File: src/rtl/dag_pkg.sv
// Shared definitions for the data address generator: ureg group codes, default sizes
// and the ureg address field-extract helper.
package dag_pkg;

   localparam int DAG_AW   = 16;
   localparam int DAG_NREG = 8;
   localparam int DAG_IW   = $clog2(DAG_NREG);
   localparam int DAG_UAW  = DAG_IW + 2;

   typedef enum logic [1:0] {
      GRP_I = 2'b00,
      GRP_M = 2'b01,
      GRP_L = 2'b10,
      GRP_B = 2'b11
   } grp_e;

   typedef struct packed {
      grp_e              grp;
      logic [DAG_IW-1:0] idx;
   } ureg_addr_t;

   // Ureg address layout is {group[1:0], index}
   function automatic ureg_addr_t ureg_decode(input logic [DAG_UAW-1:0] addr);
      ureg_addr_t r;
      r.grp = grp_e'(addr[DAG_UAW-1 -: 2]);
      r.idx = addr[DAG_IW-1:0];
      return r;
   endfunction

endpackage

File: src/rtl/dag_circ_mod.sv
// Combinational modify adder: nxt = I + M (M signed, mod 2^AW), with the optional
// single-correction circular wrap into [B, B+L) when DAG_CIRC_BUF_EN is defined.
module dag_circ_mod #(
   parameter int AW = 16
) (
   input  logic [AW-1:0] idx_i,
   input  logic [AW-1:0] mod_i,
   input  logic [AW-1:0] base_i,
   input  logic [AW-1:0] len_i,
   output logic [AW-1:0] nxt_o
);

   logic signed [AW+1:0] raw;

`ifdef DAG_CIRC_BUF_EN
   logic signed [AW+1:0] lo;
   logic signed [AW+1:0] hi;
   logic signed [AW+1:0] len;

   // Two guard bits keep B+L and I+M exact so the bounds compare without wrap artefacts
   always_comb begin
      len = $signed({2'b00, len_i});
      lo  = $signed({2'b00, base_i});
      hi  = lo + len;
      raw = $signed({2'b00, idx_i}) + $signed({{2{mod_i[AW-1]}}, mod_i});
      if (len_i != '0) begin
         if (raw >= hi) begin
            raw = raw - len;
         end else if (raw < lo) begin
            raw = raw + len;
         end
      end
   end
`else
   logic unusedBaseLen;
   assign unusedBaseLen = ^{base_i, len_i};

   always_comb begin
      raw = $signed({2'b00, idx_i}) + $signed({{2{mod_i[AW-1]}}, mod_i});
   end
`endif

   assign nxt_o = raw[AW-1:0];

endmodule

File: src/rtl/dag_addr_gen.sv
// Data address generator: I/M (and, with DAG_CIRC_BUF_EN, L/B) register banks, registered
// pre/post-modify address output, modify writeback and universal-register access.
module dag_addr_gen
   import dag_pkg::*;
#(
   parameter int AW   = DAG_AW,
   parameter int NREG = DAG_NREG
) (
   input  logic                    clk,
   input  logic                    rst,
   input  logic                    ps_dg_en,
   input  logic                    ps_dg_dgsclt,
   input  logic                    ps_dg_mdfy,
   input  logic [DAG_IW-1:0]       ps_dg_iadd,
   input  logic [DAG_IW-1:0]       ps_dg_madd,
   input  logic                    ps_dg_wrt_en,
   input  logic [DAG_UAW-1:0]      ps_dg_wrt_add,
   input  logic [DAG_UAW-1:0]      ps_dg_rd_add,
   input  logic [AW-1:0]           bc_dt,
   output logic [AW-1:0]           dg_ps_add,
   output logic [AW-1:0]           dg_dm_add,
   output logic                    dg_add_vld,
   output logic [AW-1:0]           dg_bc_dt
);

   logic [AW-1:0] iReg_q [NREG];
   logic [AW-1:0] iReg_d [NREG];
   logic [AW-1:0] mReg_q [NREG];
   logic [AW-1:0] mReg_d [NREG];
`ifdef DAG_CIRC_BUF_EN
   logic [AW-1:0] lReg_q [NREG];
   logic [AW-1:0] lReg_d [NREG];
   logic [AW-1:0] bReg_q [NREG];
   logic [AW-1:0] bReg_d [NREG];
`endif

   logic [AW-1:0] addr_q;
   logic [AW-1:0] addr_d;
   logic          vld_q;
   logic          vld_d;

   ureg_addr_t    wrtDec;
   ureg_addr_t    rdDec;
   logic [AW-1:0] iSel;
   logic [AW-1:0] mSel;
   logic [AW-1:0] bSel;
   logic [AW-1:0] lSel;
   logic [AW-1:0] nxtAddr;
   logic [AW-1:0] rdData;
   logic          rdGrpStored;

   assign wrtDec = ureg_decode(ps_dg_wrt_add);
   assign rdDec  = ureg_decode(ps_dg_rd_add);

   // Generation operands come straight from the registers, never bypassed from a same-cycle write
   assign iSel = iReg_q[ps_dg_iadd];
   assign mSel = mReg_q[ps_dg_madd];
`ifdef DAG_CIRC_BUF_EN
   assign bSel = bReg_q[ps_dg_iadd];
   assign lSel = lReg_q[ps_dg_iadd];
`else
   assign bSel = '0;
   assign lSel = '0;
`endif

   dag_circ_mod #(
      .AW(AW)
   ) uCircMod (
      .idx_i  (iSel),
      .mod_i  (mSel),
      .base_i (bSel),
      .len_i  (lSel),
      .nxt_o  (nxtAddr)
   );

   // Ureg write is applied after the modify writeback so it wins a collision on the same I
   always_comb begin
      iReg_d = iReg_q;
      mReg_d = mReg_q;
`ifdef DAG_CIRC_BUF_EN
      lReg_d = lReg_q;
      bReg_d = bReg_q;
`endif
      addr_d = addr_q;
      vld_d  = 1'b0;
      if (ps_dg_en) begin
         vld_d  = 1'b1;
         addr_d = ps_dg_dgsclt ? nxtAddr : iSel;
         if (ps_dg_mdfy) begin
            iReg_d[ps_dg_iadd] = nxtAddr;
         end
      end
      if (ps_dg_wrt_en) begin
         case (wrtDec.grp)
            GRP_I:   iReg_d[wrtDec.idx] = bc_dt;
            GRP_M:   mReg_d[wrtDec.idx] = bc_dt;
`ifdef DAG_CIRC_BUF_EN
            GRP_L:   lReg_d[wrtDec.idx] = bc_dt;
            GRP_B:   bReg_d[wrtDec.idx] = bc_dt;
`endif
            default: ;
         endcase
      end
   end

`ifdef DAG_CIRC_BUF_EN
   assign rdGrpStored = 1'b1;
`else
   assign rdGrpStored = (rdDec.grp == GRP_I) || (rdDec.grp == GRP_M);
`endif

   always_comb begin
      rdData = '0;
      case (rdDec.grp)
         GRP_I:   rdData = iReg_q[rdDec.idx];
         GRP_M:   rdData = mReg_q[rdDec.idx];
`ifdef DAG_CIRC_BUF_EN
         GRP_L:   rdData = lReg_q[rdDec.idx];
         GRP_B:   rdData = bReg_q[rdDec.idx];
`endif
         default: rdData = '0;
      endcase
      if (ps_dg_wrt_en && (ps_dg_wrt_add == ps_dg_rd_add) && rdGrpStored) begin
         rdData = bc_dt;
      end
   end

   always_ff @(posedge clk) begin
      if (rst) begin
         for (int k = 0; k < NREG; k++) begin
            iReg_q[k] <= '0;
            mReg_q[k] <= '0;
`ifdef DAG_CIRC_BUF_EN
            lReg_q[k] <= '0;
            bReg_q[k] <= '0;
`endif
         end
         addr_q <= '0;
         vld_q  <= 1'b0;
      end else begin
         iReg_q <= iReg_d;
         mReg_q <= mReg_d;
`ifdef DAG_CIRC_BUF_EN
         lReg_q <= lReg_d;
         bReg_q <= bReg_d;
`endif
         addr_q <= addr_d;
         vld_q  <= vld_d;
      end
   end

   assign dg_ps_add  = addr_q;
   assign dg_dm_add  = addr_q;
   assign dg_add_vld = vld_q;
   assign dg_bc_dt   = rdData;

endmodule

File: config.mk
export PLATFORM = sky130hd
export DESIGN_NAME = dag_addr_gen
export DESIGN_NICKNAME = d
export VERILOG_FILES = /design/src/rtl/dag_pkg.sv /design/src/rtl/dag_circ_mod.sv /design/src/rtl/dag_addr_gen.sv
export SDC_FILE = /design/constraint.sdc
export NUM_CORES = 1
export LEC_CHECK = 0
export BUFFER_PORTS_ARGS = -buffer_cell sky130_fd_sc_hd__buf_2
export CORE_AREA = 4 4 178 180
export DETAILED_ROUTE_END_ITERATION = 7
export DIE_AREA = 0 0 182 184
export MAX_ROUTING_LAYER = met4
export PLACE_DENSITY_LB_ADDON = 0.1
export REMOVE_ABC_BUFFERS = 1
export SLEW_MARGIN = 15
export SYNTH_ARGS = -nofsm -noshare
export SYNTH_HDL_FRONTEND = slang
export SYNTH_SLANG_ARGS = --single-unit
File: constraint.sdc
create_clock -name clk -period 3.9 [get_ports clk]
set_input_delay 0.39 -clock clk [delete_from_list [all_inputs] [get_ports clk]]
set_output_delay 0.39 -clock clk [all_outputs]
set_load 0.02 [all_outputs]
==> reports/qor.json, run 1 <==
{
  "outcome": {
    "status": "finished clean"
  },
  "clocking": {
    "clock_sinks": 273,
    "cts_buffers": 31,
    "cts.clk_slew.worst_paths_ps": 70,
    "worstSkewPairLatency_ps": 580,
    "ctsHtreeMaxLevel": 1,
    "holdBufCountCts": 0,
    "tritoncts_clock_tree": "built",
    "postCtsSetupRepairBufs": 0,
    "cts-resized-gates": 0,
    "clk_path_buf_depth": 3,
    "clock_tree.root_cell": "clkbuf_16"
  },
  "detailed_routing": {
    "dr.first_iter.drc_count": 1940,
    "vias": 15400,
    "drt-wirelength-per-cell_um": 25.4,
    "drc": 0,
    "drt_pass1_iterations": 6,
    "avgViaCountPerCell": 6.58,
    "finalWirelength_mm": 59.5,
    "post_route_antenna_net_violation_count": 0
  },
  "place": {
    "dpl_worst_slack_ps": 91.6,
    "io_buffers": 86,
    "placed_cell_area_mm2": 0.0171,
    "place_inst": 2284,
    "gp_congestion": 0.979,
    "post-dp-hpwl_mm": 40.0
  },
  "critical_path": {
    "maximum_fanout_along_the_worst_path": 9,
    "crit_path_arrival_time_ps": 3800,
    "end_kind": "register",
    "r2r.worst_path.cells": 15,
    "critical_path.top_delay_family": "compound AO/OA/AOI/OAI gates",
    "cpPeakStageDelay_ps": 460,
    "criticalPathCategory": "reg -> reg",
    "timing.critical_path.buf_inv": 2,
    "cp_cell_sequence": "mux2i_1 > nor2_1 > a21oi_1 > o21ai_0 > ha_1 > inv_1 > fa_1 > nor2b_1 > o21ai_1 > a21oi_1 > o21a_1 > o311ai_2 > buf_4 > mux2i_1 > a211oi_1",
    "timing.critical_path.depth": 15,
    "cp-start-kind": "register",
    "critPathSlowestCell": "fa_1",
    "timing.critical_path.required_ps": 4290
  },
  "flow_run": {
    "drv_cap": 0
  },
  "floorplan": {
    "design.portCount": 87,
    "die_width_um": 182,
    "die_y_um": 184,
    "design.die.area_mm2": 0.0335,
    "initial_utilization_pct": 53.1,
    "core_region_area_mm2": 0.0302,
    "core.rowCount": 64
  },
  "sta": {
    "finClkSkew_ps": 19.7,
    "timing.setup.tns_ps": 0,
    "post-route-period-util_pct": 87.6,
    "worstMarginPinSlew_ps": 1160,
    "timing_max_transition_violations_final": 0,
    "min_period_ps": 3420,
    "fin_worst_hold_slack_ps": 179,
    "grt_setup_unrepaired": "false",
    "worst_slew_margin_rel_pct": 22.2,
    "final_critical_path_setup_slack_ps": 485,
    "timing_hold_violations_final": 0,
    "final-setup-viol-count": 0,
    "achievable-frequency_mhz": 293
  },
  "synth": {
    "yosys_warnings": 0,
    "synth_area_per_cell_um2": 8.45,
    "seq_total_area_yosys_pct": 34.1,
    "largest_cells_by_area_after_synthesis": "dfxtp_1, mux4_2, nand2_1, a21oi_1, nor2_1",
    "number_of_register_bits_inferred_by_synthesis": 273,
    "synth_top_area_share_pct": 34.1,
    "synthCells": 1897,
    "synth_area_mm2": 0.0160,
    "synth.largest_area_cell": "dfxtp_1",
    "synthArstFlopShare_pct": 0,
    "synthDistinctLibCells": 60,
    "ys_dominant_reg_cell": "dfxtp_1",
    "synth_enable_flop_cells": 0
  },
  "layout": {
    "layout.filler_cells": 2638,
    "layout.cell_area.non_filler_mm2": 0.0183,
    "final-instance-count-excl-fill": 2342,
    "area_delta_synth_final_pct": 14.0,
    "drive_above_1_share_pct": 20.7,
    "fin_nets": 1975,
    "final_core_utilization_pct": 60.6
  },
  "power": {
    "cellLeakagePower_nw": 6.52,
    "max-vdd-ir-drop_uv": 369,
    "total_power_consumption_mw": 6.96,
    "power_density_mw_per_mm2": 380
  },
  "grt": {
    "maximum_number_of_pins_on_one_net_before_global_route_repair": 131,
    "first_pass_grt_wire_length_mm": 90.5,
    "grt_overflow": 0,
    "via_count_of_the_first_global_routing_pass": 14500,
    "total_grt_usage_pct": 35.9,
    "initial_antenna_violation_count": 1
  },
  "worst_hold_path": {
    "hold_class": "in -> reg",
    "hold_depth": 3
  }
}
==> synth_stat cells (25+ instances only) <==
master and count:
nand2_1 423, dfxtp_1 273, a21oi_1 205, nor2_1 184
clkbuf_1 141, mux4_2 114, a211oi_1 65, mux2i_1 54
o21ai_0 50, a311oi_1 43, nor3_1 30, inv_1 25
==> cell type report <==
type | instances | area (µm²) | share of cell area (%)
antenna | 1 | 2.50 | 0.0137
tap | 396 | 495 | 2.71
sequential | 273 | 5470 | 29.9
multi-input combinational | 1398 | 9660 | 52.8
inverter | 28 | 105 | 0.575
clock buffer | 37 | 848 | 4.64
timing repair buffer | 189 | 1340 | 7.34
clock inverter | 20 | 363 | 1.98
==> cells by family (layout without fill, tap and decap cells) <==
family | Yosys count | after routing | synth area share, %
muxes | 193 | 193 | 21.1
and+or+nand+nor | 740 | 740 | 19.6
adders and majority gates | 16 | 16 | 1.30
other | 0 | 1 | 0
DFF | 273 | 273 | 34.1
AOI/OAI and AO/OA | 434 | 434 | 17.0
buffers and inverters | 226 | 274 | 5.94
xor gates and xnor gates | 15 | 15 | 0.983
==> metal layers <==
layer	up-vias	track usage [%]	routed length, µm
met2	965	54.6	26700
met5	-	-	0
met1	7412	48.2	23900
met3	196	6.37	6490
met4	0	13.6	2430
li1	6833	-	-
==> path summary, 6_finish.rpt <==
| check | start | endpoint | slack, ps |
|---|---|---|---|
| worst max-delay path | iReg_q[48]$_SDFF_PP0_ | iReg_q[92]$_SDFF_PP0_ | 480 |
| worst min-delay path | bc_dt[15] | mReg_q[111]$_SDFFE_PP0P_ | 180 |
| worst max register to register | iReg_q[48]$_SDFF_PP0_ | iReg_q[92]$_SDFF_PP0_ | 480 |
| worst min register to register | mReg_q[6]$_SDFFE_PP0P_ | mReg_q[6]$_SDFFE_PP0P_ | 470 |
==> flip-flops by register name, indices dropped and copies added (netlist names) <==
register	cells
dg_add_vld	1
dg_dm_add	16
iReg_q	128
mReg_q	128
==> worst reg2reg max path, stage by stage, from the launching register on <==
cell and delay, ps:
dfxtp_1 400, mux2i_1 100, nor2_1 100, a21oi_1 40
o21ai_0 290, ha_1 230, inv_1 60, fa_1 460
nor2b_1 190, o21ai_1 110, a21oi_1 310, o21a_1 310
o311ai_2 160, buf_4 190, mux2i_1 180, a211oi_1 100
==> cells in the final DEF, fill, tap and decap left out, drive strengths merged, types with 25 or more instances in the layout <==
master,n
o21ai,57
nor2,185
dfxtp,273
mux4,114
nor3,30
nand2,423
clkbuf,38
mux2,25
a211oi,66
a311oi,43
mux2i,54
inv,27
buf,188
a21oi,205
==> power breakdown <==
group	total (mW)	internal [mW]	switching [mW]
registers	2.85	2.82	0.0282
logic	0.641	0.218	0.423
clock network	3.46	2.20	1.26
Note: power is estimated with default switching activity, not from simulation.
==> run 2: changes to the inputs <==
Settings changed: CORE_AREA 4 4 178 180 to 4 4 180 182, DIE_AREA 0 0 182 184 to 0 0 184 186, SYNTH_HIERARCHICAL set to 1.
==> reports/qor.json, run 2 <==
{
  "place": {
    "dpl_worst_slack_ps": 22.1,
    "post-dp-hpwl_mm": 35.4,
    "place_inst": 2221,
    "gp_congestion": 0.915,
    "placed_cell_area_mm2": 0.0169,
    "io_buffers": 86
  },
  "clocking": {
    "cts.clk_slew.worst_paths_ps": 60,
    "cts_buffers": 31,
    "ctsHtreeMaxLevel": 1,
    "clock_tree.root_cell": "clkbuf_16",
    "clk_path_buf_depth": 3,
    "worstSkewPairLatency_ps": 580,
    "holdBufCountCts": 0,
    "postCtsSetupRepairBufs": 0,
    "clock_sinks": 273,
    "cts-resized-gates": 0,
    "tritoncts_clock_tree": "built"
  },
  "detailed_routing": {
    "drc": 0,
    "dr.first_iter.drc_count": 1684,
    "vias": 15400,
    "drt_pass1_iterations": 5,
    "drt-wirelength-per-cell_um": 25.2,
    "finalWirelength_mm": 57.5,
    "avgViaCountPerCell": 6.77,
    "post_route_antenna_net_violation_count": 0
  },
  "layout": {
    "final_core_utilization_pct": 59.1,
    "area_delta_synth_final_pct": 10.2,
    "final_cell_mix": "nand2_1, dfxtp_1, nor2_1",
    "fin_nets": 1912,
    "drive_above_1_share_pct": 21.5,
    "final-instance-count-excl-fill": 2278,
    "layout.cell_area.non_filler_mm2": 0.0181,
    "layout.cells.most_common": "nand2_1",
    "antenna-diode-count": 0
  },
  "critical_path": {
    "cpPeakStageDelay_ps": 460,
    "critical-path-top-cell-by-count": "buf_4",
    "timing.critical_path.required_ps": 4370,
    "timing.rr.start": "mReg_q[0]$_SDFFE_PP0P_",
    "critical_path.top_delay_family": "compound AO/OA/AOI/OAI gates",
    "cp_cell_sequence": "mux4_2 > mux2_2 > ha_1 > fa_1 > a21o_1 > a31oi_1 > buf_4 > o21ba_2 > o21ai_1 > xor2_1 > buf_4 > nand2_1 > a311oi_1",
    "crit_start": "mReg_q[0]$_SDFFE_PP0P_",
    "maximum_fanout_along_the_worst_path": 9,
    "timing.critical_path.buf_inv": 2,
    "cp-start-kind": "register",
    "critPathSlowestCell": "mux4_2",
    "crit_path_arrival_time_ps": 3980,
    "criticalPathCategory": "reg -> reg",
    "end_kind": "register"
  },
  "sta": {
    "achievable-frequency_mhz": 285,
    "final-setup-viol-count": 0,
    "post-route-period-util_pct": 90.1,
    "worstMarginPinSlew_ps": 1190,
    "grt_setup_unrepaired": "false",
    "fin_worst_hold_slack_ps": 245,
    "min_period_ps": 3510,
    "worst_slew_margin_rel_pct": 20.2,
    "finClkSkew_ps": 8.06,
    "timing.setup.tns_ps": 0,
    "timing_hold_violations_final": 0,
    "timing_max_transition_violations_final": 0,
    "final_critical_path_setup_slack_ps": 386
  },
  "grt": {
    "first_pass_grt_wire_length_mm": 87.3,
    "total_grt_usage_pct": 33.9,
    "maximum_number_of_pins_on_one_net_before_global_route_repair": 125,
    "initial_antenna_violation_count": 0,
    "via_count_of_the_first_global_routing_pass": 14900,
    "grt_overflow": 0
  },
  "floorplan": {
    "design.portCount": 87,
    "die_y_um": 186,
    "core.rowCount": 64,
    "initial_utilization_pct": 53.6,
    "die_width_um": 184,
    "design.die.area_mm2": 0.0342,
    "core_region_area_mm2": 0.0306
  },
  "power": {
    "max-vdd-ir-drop_uv": 348,
    "total_power_consumption_mw": 7.15,
    "power_density_mw_per_mm2": 395,
    "cellLeakagePower_nw": 6.77
  },
  "worst_hold_path": {
    "hold_start": "bc_dt[13]",
    "hold_class": "in -> reg"
  },
  "synth": {
    "synth_area_per_cell_um2": 8.71,
    "synth_area_mm2": 0.0164,
    "synthCells": 1884,
    "yosys_warnings": 6
  },
  "flow_run": {
    "drv_cap": 0
  },
  "outcome": {
    "status": "finished clean"
  }
}
## run 2: report_power, final
group,leakage (nW),internal [mW],switching [mW]
combinational,4.01,0.302,0.590
sequential,2.21,2.84,0.0353
clock,0.559,2.09,1.29
total,6.77,5.24,1.91
## run 2: tightest hold or removal path, cell delays in order
cell and delay (ps):
buf_2 220, nand2_1 100, a21oi_1 60
## run 2: layout make-up
| cell class | instances | area (µm²) |
|---|---|---|
| clock buffers | 37 | 858 |
| clock inverters | 20 | 322 |
| fillers | 2766 | 12500 |
| inverters | 1 | 3.75 |
| multi-input cells | 1373 | 9740 |
| flip-flops and latches | 273 | 5470 |
| well taps | 396 | 495 |
| repair buffers | 178 | 1200 |
## run 2: final timing paths
path                                   to  slack (ps)  cells past startpoint
setup reg to reg    iReg_q[76]$_SDFF_PP0_         390                     13
hold reg to reg   mReg_q[66]$_SDFFE_PP0P_         470                      2
setup / recovery    iReg_q[76]$_SDFF_PP0_         390                     13
hold / removal    mReg_q[45]$_SDFFE_PP0P_         240                      3
## run 2: metal layers
metal  routed length [µm]  track usage (%)  vias to the layer above
met5                    0                -                        -
met2                25900             51.6                      981
met3                 5830             4.46                      187
met1                22900             45.3                     7451
li1                     -                -                     6795
met4                 2860             15.5                        0
